File: config.mk
export PLATFORM = sky130hd
export DESIGN_NAME = lsq_addr_queue
export DESIGN_NICKNAME = d
export VERILOG_FILES = /design/src/rtl/lsq_addr_queue.sv
export SDC_FILE = /design/constraint.sdc
export NUM_CORES = 1
export LEC_CHECK = 0
export CAP_MARGIN = 40
export CORE_ASPECT_RATIO = 0.7
export CORE_UTILIZATION = 37
export DETAILED_ROUTE_END_ITERATION = 16
export PLACE_DENSITY = 0.58
export RECOVER_POWER = 25
export SETUP_SLACK_MARGIN = 0.2
export SLEW_MARGIN = 20
export SYNTH_ARGS = -nofsm -noshare
export SYNTH_HDL_FRONTEND = slang
export SYNTH_SLANG_ARGS = --single-unit
File: constraint.sdc
create_clock -name clk_i -period 6.8 [get_ports clk_i]
set_clock_uncertainty 0.2 [all_clocks]
set_input_delay 1.02 -clock clk_i [delete_from_list [all_inputs] [get_ports clk_i]]
set_output_delay 1.02 -clock clk_i [all_outputs]
set_load 0.005 [all_outputs]
File: src/rtl/lsq_addr_queue.sv
// In-order load/store address queue: entries are allocated at dispatch, filled by the ALU
// address path, and issued from the head to data memory with at most one load outstanding.
module lsq_addr_queue #(
  parameter int DEPTH         = 4,
  parameter int IDX_WIDTH     = 2,
  parameter int OPRAND_WIDTH  = 32,
  parameter int ROB_TAG_WIDTH = 5
) (
  input  logic                     clk_i,
  input  logic                     rst_ni,
  input  logic                     flush_i,
  input  logic                     alloc_valid_i,
  input  logic                     alloc_is_store_i,
  input  logic [ROB_TAG_WIDTH-1:0] alloc_rob_tag_i,
  output logic                     alloc_ready_o,
  output logic [IDX_WIDTH-1:0]     alloc_idx_o,
  input  logic                     addr_valid_i,
  input  logic [IDX_WIDTH-1:0]     addr_idx_i,
  input  logic [OPRAND_WIDTH-1:0]  address_i,
  input  logic [OPRAND_WIDTH-1:0]  store_data_i,
  output logic                     mem_req_valid_o,
  input  logic                     mem_req_ready_i,
  output logic                     mem_req_we_o,
  output logic [OPRAND_WIDTH-1:0]  mem_req_addr_o,
  output logic [OPRAND_WIDTH-1:0]  mem_req_wdata_o,
  input  logic                     mem_resp_valid_i,
  input  logic [OPRAND_WIDTH-1:0]  mem_resp_rdata_i,
  output logic                     wb_valid_o,
  output logic [ROB_TAG_WIDTH-1:0] wb_rob_tag_o,
  output logic [OPRAND_WIDTH-1:0]  wb_data_o
);

  typedef enum logic [1:0] {
    ST_FREE      = 2'd0,
    ST_WAIT_ADDR = 2'd1,
    ST_READY     = 2'd2,
    ST_ISSUED    = 2'd3
  } entry_state_e;

  localparam logic [IDX_WIDTH:0] FULL_COUNT = (IDX_WIDTH+1)'(DEPTH);

  entry_state_e              state_reg    [DEPTH];
  entry_state_e              state_next   [DEPTH];
  logic                      is_store_reg [DEPTH];
  logic [ROB_TAG_WIDTH-1:0]  rob_tag_reg  [DEPTH];
  logic [OPRAND_WIDTH-1:0]   addr_reg     [DEPTH];
  logic [OPRAND_WIDTH-1:0]   data_reg     [DEPTH];

  logic [IDX_WIDTH-1:0]      head_reg, head_next;
  logic [IDX_WIDTH-1:0]      tail_reg, tail_next;
  logic [IDX_WIDTH:0]        count_reg, count_next;
  logic                      discard_reg, discard_next;
  logic                      wb_valid_reg, wb_valid_next;
  logic [ROB_TAG_WIDTH-1:0]  wb_tag_reg, wb_tag_next;
  logic [OPRAND_WIDTH-1:0]   wb_data_reg, wb_data_next;

  logic                      alloc_fire;
  logic                      addr_wr;
  logic                      req_fire;
  logic                      store_done;
  logic                      load_issue;
  logic                      head_issued;
  logic                      resp_done;
  logic                      entry_free;
  logic [DEPTH-1:0]          alloc_hit;
  logic [DEPTH-1:0]          addr_hit;
  logic [DEPTH-1:0]          head_hit;

  assign alloc_ready_o = (count_reg != FULL_COUNT);
  assign alloc_idx_o   = tail_reg;
  assign alloc_fire    = alloc_valid_i && alloc_ready_o;

  // The entry being allocated this cycle is still FREE, so the state check alone
  // rejects a same-cycle write to it; the explicit term keeps that intent visible.
  assign addr_wr = addr_valid_i && (state_reg[addr_idx_i] == ST_WAIT_ADDR) &&
                   !(alloc_fire && (addr_idx_i == tail_reg));

  assign mem_req_valid_o = (state_reg[head_reg] == ST_READY) && !discard_reg;
  assign mem_req_we_o    = is_store_reg[head_reg];
  assign mem_req_addr_o  = addr_reg[head_reg];
  assign mem_req_wdata_o = data_reg[head_reg];

  assign req_fire    = mem_req_valid_o && mem_req_ready_i;
  assign store_done  = req_fire && is_store_reg[head_reg];
  assign load_issue  = req_fire && !is_store_reg[head_reg];
  assign head_issued = (state_reg[head_reg] == ST_ISSUED);
  assign resp_done   = mem_resp_valid_i && head_issued;
  assign entry_free  = store_done || resp_done;

  assign wb_valid_o   = wb_valid_reg;
  assign wb_rob_tag_o = wb_tag_reg;
  assign wb_data_o    = wb_data_reg;

  for (genvar gi = 0; gi < DEPTH; gi++) begin : g_hit
    assign alloc_hit[gi] = alloc_fire && (tail_reg == IDX_WIDTH'(gi));
    assign addr_hit[gi]  = addr_wr && (addr_idx_i == IDX_WIDTH'(gi));
    assign head_hit[gi]  = (head_reg == IDX_WIDTH'(gi));
  end

  always_comb begin
    for (int i = 0; i < DEPTH; i++) begin
      state_next[i] = state_reg[i];
      if (flush_i) begin
        state_next[i] = ST_FREE;
      end else if (alloc_hit[i]) begin
        state_next[i] = ST_WAIT_ADDR;
      end else if (addr_hit[i]) begin
        state_next[i] = ST_READY;
      end else if (head_hit[i] && load_issue) begin
        state_next[i] = ST_ISSUED;
      end else if (head_hit[i] && entry_free) begin
        state_next[i] = ST_FREE;
      end
    end
  end

  always_comb begin
    head_next     = head_reg;
    tail_next     = tail_reg;
    count_next    = count_reg;
    discard_next  = discard_reg;
    wb_valid_next = 1'b0;
    wb_tag_next   = wb_tag_reg;
    wb_data_next  = wb_data_reg;
    if (flush_i) begin
      head_next  = '0;
      tail_next  = '0;
      count_next = '0;
      // A response landing in the flush cycle answers the issued load itself, so
      // only arm the discard when that response is still to come.
      discard_next = ((head_issued || discard_reg) && !mem_resp_valid_i) || load_issue;
    end else begin
      if (alloc_fire) begin
        tail_next = tail_reg + IDX_WIDTH'(1);
      end
      if (entry_free) begin
        head_next = head_reg + IDX_WIDTH'(1);
      end
      case ({alloc_fire, entry_free})
        2'b10:   count_next = count_reg + (IDX_WIDTH+1)'(1);
        2'b01:   count_next = count_reg - (IDX_WIDTH+1)'(1);
        default: count_next = count_reg;
      endcase
      if (discard_reg && mem_resp_valid_i) begin
        discard_next = 1'b0;
      end
      if (entry_free) begin
        wb_valid_next = 1'b1;
        wb_tag_next   = rob_tag_reg[head_reg];
        wb_data_next  = resp_done ? mem_resp_rdata_i : '0;
      end
    end
  end

  always_ff @(posedge clk_i) begin
    if (!rst_ni) begin
      for (int i = 0; i < DEPTH; i++) begin
        state_reg[i]    <= ST_FREE;
        is_store_reg[i] <= 1'b0;
        rob_tag_reg[i]  <= '0;
        addr_reg[i]     <= '0;
        data_reg[i]     <= '0;
      end
    end else begin
      for (int i = 0; i < DEPTH; i++) begin
        state_reg[i] <= state_next[i];
        if (!flush_i && alloc_hit[i]) begin
          is_store_reg[i] <= alloc_is_store_i;
          rob_tag_reg[i]  <= alloc_rob_tag_i;
        end
        if (!flush_i && addr_hit[i]) begin
          addr_reg[i] <= address_i;
          data_reg[i] <= store_data_i;
        end
      end
    end
  end

  always_ff @(posedge clk_i) begin
    if (!rst_ni) begin
      head_reg     <= '0;
      tail_reg     <= '0;
      count_reg    <= '0;
      discard_reg  <= 1'b0;
      wb_valid_reg <= 1'b0;
      wb_tag_reg   <= '0;
      wb_data_reg  <= '0;
    end else begin
      head_reg     <= head_next;
      tail_reg     <= tail_next;
      count_reg    <= count_next;
      discard_reg  <= discard_next;
      wb_valid_reg <= wb_valid_next;
      wb_tag_reg   <= wb_tag_next;
      wb_data_reg  <= wb_data_next;
    end
  end

endmodule

==> metrics <==
most frequent cell after synthesis=edfxtp_1; Slew headroom=-94.8%; CTS tree=done; Vias=8785; Port Buffers=217; Synth Flop Type=edfxtp_1; post-synthesis cell type count=47; #FFs+latches synth=336; design area=17900 sq um; EDFF count, synth=285; DRT antenna net count=0; CP peak stage delay=2.16 ns; placed cells=1645; final net count=1317; cell leakage power=0.00615 uW; RSZ-0062 raised after global routing=no; WS Path Type=in -> reg; I/O pins=218; Max IR drop VDD=0.139 mV; clock slew at reported path FFs=0.06 ns; Worst EP required=6.77 ns; status=finished with violations; clk_lat worst skew=0.51 ns; HPWL after detailed placement=22.1 mm; cells along the critical path=dlygate4sd3_1 -> and2_0 -> nand3_1 -> nand3_4 -> o21ai_0 -> buf_12; fill count=3241; Final Slew Violations=73; Ys Warns=0; Hold-fix buffers, CTS=0; Power Density=245 nW/um^2; CP top delay family=compound AO/OA/AOI/OAI gates; Async S/R FF share, synth=0%; Worst Tran Pin Value=2.89 ns; Clock Tree Buf Depth=3; H-tree levels=2; Synth area leaders=edfxtp_1, mux4_2, dfxtp_1; antenna violations before repair=3; pin count of the biggest net entering global routing=73; CP max FO=51; first-pass GRT wire length=54.6 mm; FMAX=189 MHz; Yosys top cell by area=edfxtp_1; WL per Instance=21.0 um; Setup Buffers After CTS=0; Die H=165 um; Period minus WS final=5.30 ns; top-area cell type share of the netlist area=60.8%; # clock sinks=336; GPL Wtd Cong=0.751; failing checks=max-capacitance violations, max-slew violations; syn nets=1109; Layout area overhead=27.5%; share of layout cells above drive strength 1=12.0%; initial core utilization=37.7%; post-synthesis cell area=14100 sq um; Rows=59; worst path arrival time=5.27 ns; Final Cycle Share=78.0%; worst min path class=reg -> reg; Place WS=2.55 ns; placed instance area=16900 sq um; total grt overflow=0; Detailed Route Iter0 Violations=661; top post-synthesis cells by count=edfxtp_1, nor2_1, nand2_1; die span in x=235 um; die area=38800 sq um; CP max-delay cell=o21ai_0; Crit path buffers/inverters=2; Final Hold Viols=0; Finished Layout Cells=1711; Post-Synthesis Cells=988; final wirelength=35.9 mm; PnR worst setup slack=1.50 ns; vias in the first global route=9048; CTS root buf=clkbuf_16; drt pass-1 iters=4; Max Cap Violations=4; core area=37300 sq um; PostCTS Resize Cnt=0; Vias/cell=5.13; sequential area share after synthesis=68.1%; CTS buffer count=34; setup_tns=0 ns; Worst R2R Setup Slack=1.75 ns; FF/Latch Area=9580 sq um; Syn Area/Cell=14.2 sq um; crit path capture type=register; multi-input logic area=4150 sq um; gr usage total=18.6%; Critical Path Start Type=input pin; DRC Markers=0; final setup fails=0
## logic make-up after synthesis
kind of cell / synth area share, %
buffers and inverters: 2.62
adder cells (fa/ha/maj): 0.943
multiplexers: 12.0
XOR/XNOR: 0.311
flip-flops: 68.1
AO/OA/AOI/OAI: 3.84
AND/OR/NAND/NOR: 12.1
## worst min-delay path, cell delays in order, from the launching register on
cell and delay, ns:
dfxtp_1 0.30, nand2_1 0.05, mux2i_1 0.06
## layout make-up
cell class,count,area share [%]
Tap cell,488,3.40
Multi-Input combinational cell,574,23.1
Antenna cell,1,0.0139
Clock inverter,16,0.530
Timing Repair Buffer,238,13.9
Inverter,12,0.251
Sequential cell,336,53.4
Clock buffer,46,5.35
## path summary, 6_finish.rpt
path              startpoint         endpoint  cells after the start
max            alloc_valid_i  data_reg[3][31]                      6
min          wb_rob_tag_o[0]  wb_rob_tag_o[0]                      2
max reg2reg     count_reg[0]  data_reg[3][31]                      6
min reg2reg  wb_rob_tag_o[0]  wb_rob_tag_o[0]                      2
## through the flow
stage               hold slack, ns  power (uW)  util [%]
floorplan                    0.240        2480         -
global placement             0.250        2640      44.9
detailed placement           0.255        2650      45.4
CTS                          0.267        4450      48.2
global route                 0.278        4540      48.1
finish                       0.263        4390      48.1
## where the power goes
| group | internal (uW) | switching [uW] | total (uW) |
|---|---|---|---|
| sequential | 2300 | 21.4 | 2320 |
| clock | 1030 | 764 | 1790 |
| combinational | 138 | 142 | 280 |
## cell usage in the layout (no fill, tap or decap), drive strengths merged, types with 7 or more instances in the layout
cell type	count
dlygate4sd3	45
clkbuf	50
a22o	32
mux4	72
clkinv	15
nand2	91
clkdlybuf4s50	172
a21oi	8
edfxtp	285
o21ai	8
nand3	7
inv	12
and2	26
nor2	263
buf	17
dfxtp	51
ha	9
## routing by layer
layer  vias up  global-route usage (%)  wire [um]
met3        50                    3.69       2170
met2       258                    29.2      16400
met4         4                    4.81        702
met1      4442                    26.5      16600
met5         -                       0         30
li1       4031                       -          -
No activity file was read; power rests on OpenSTA's default activity.
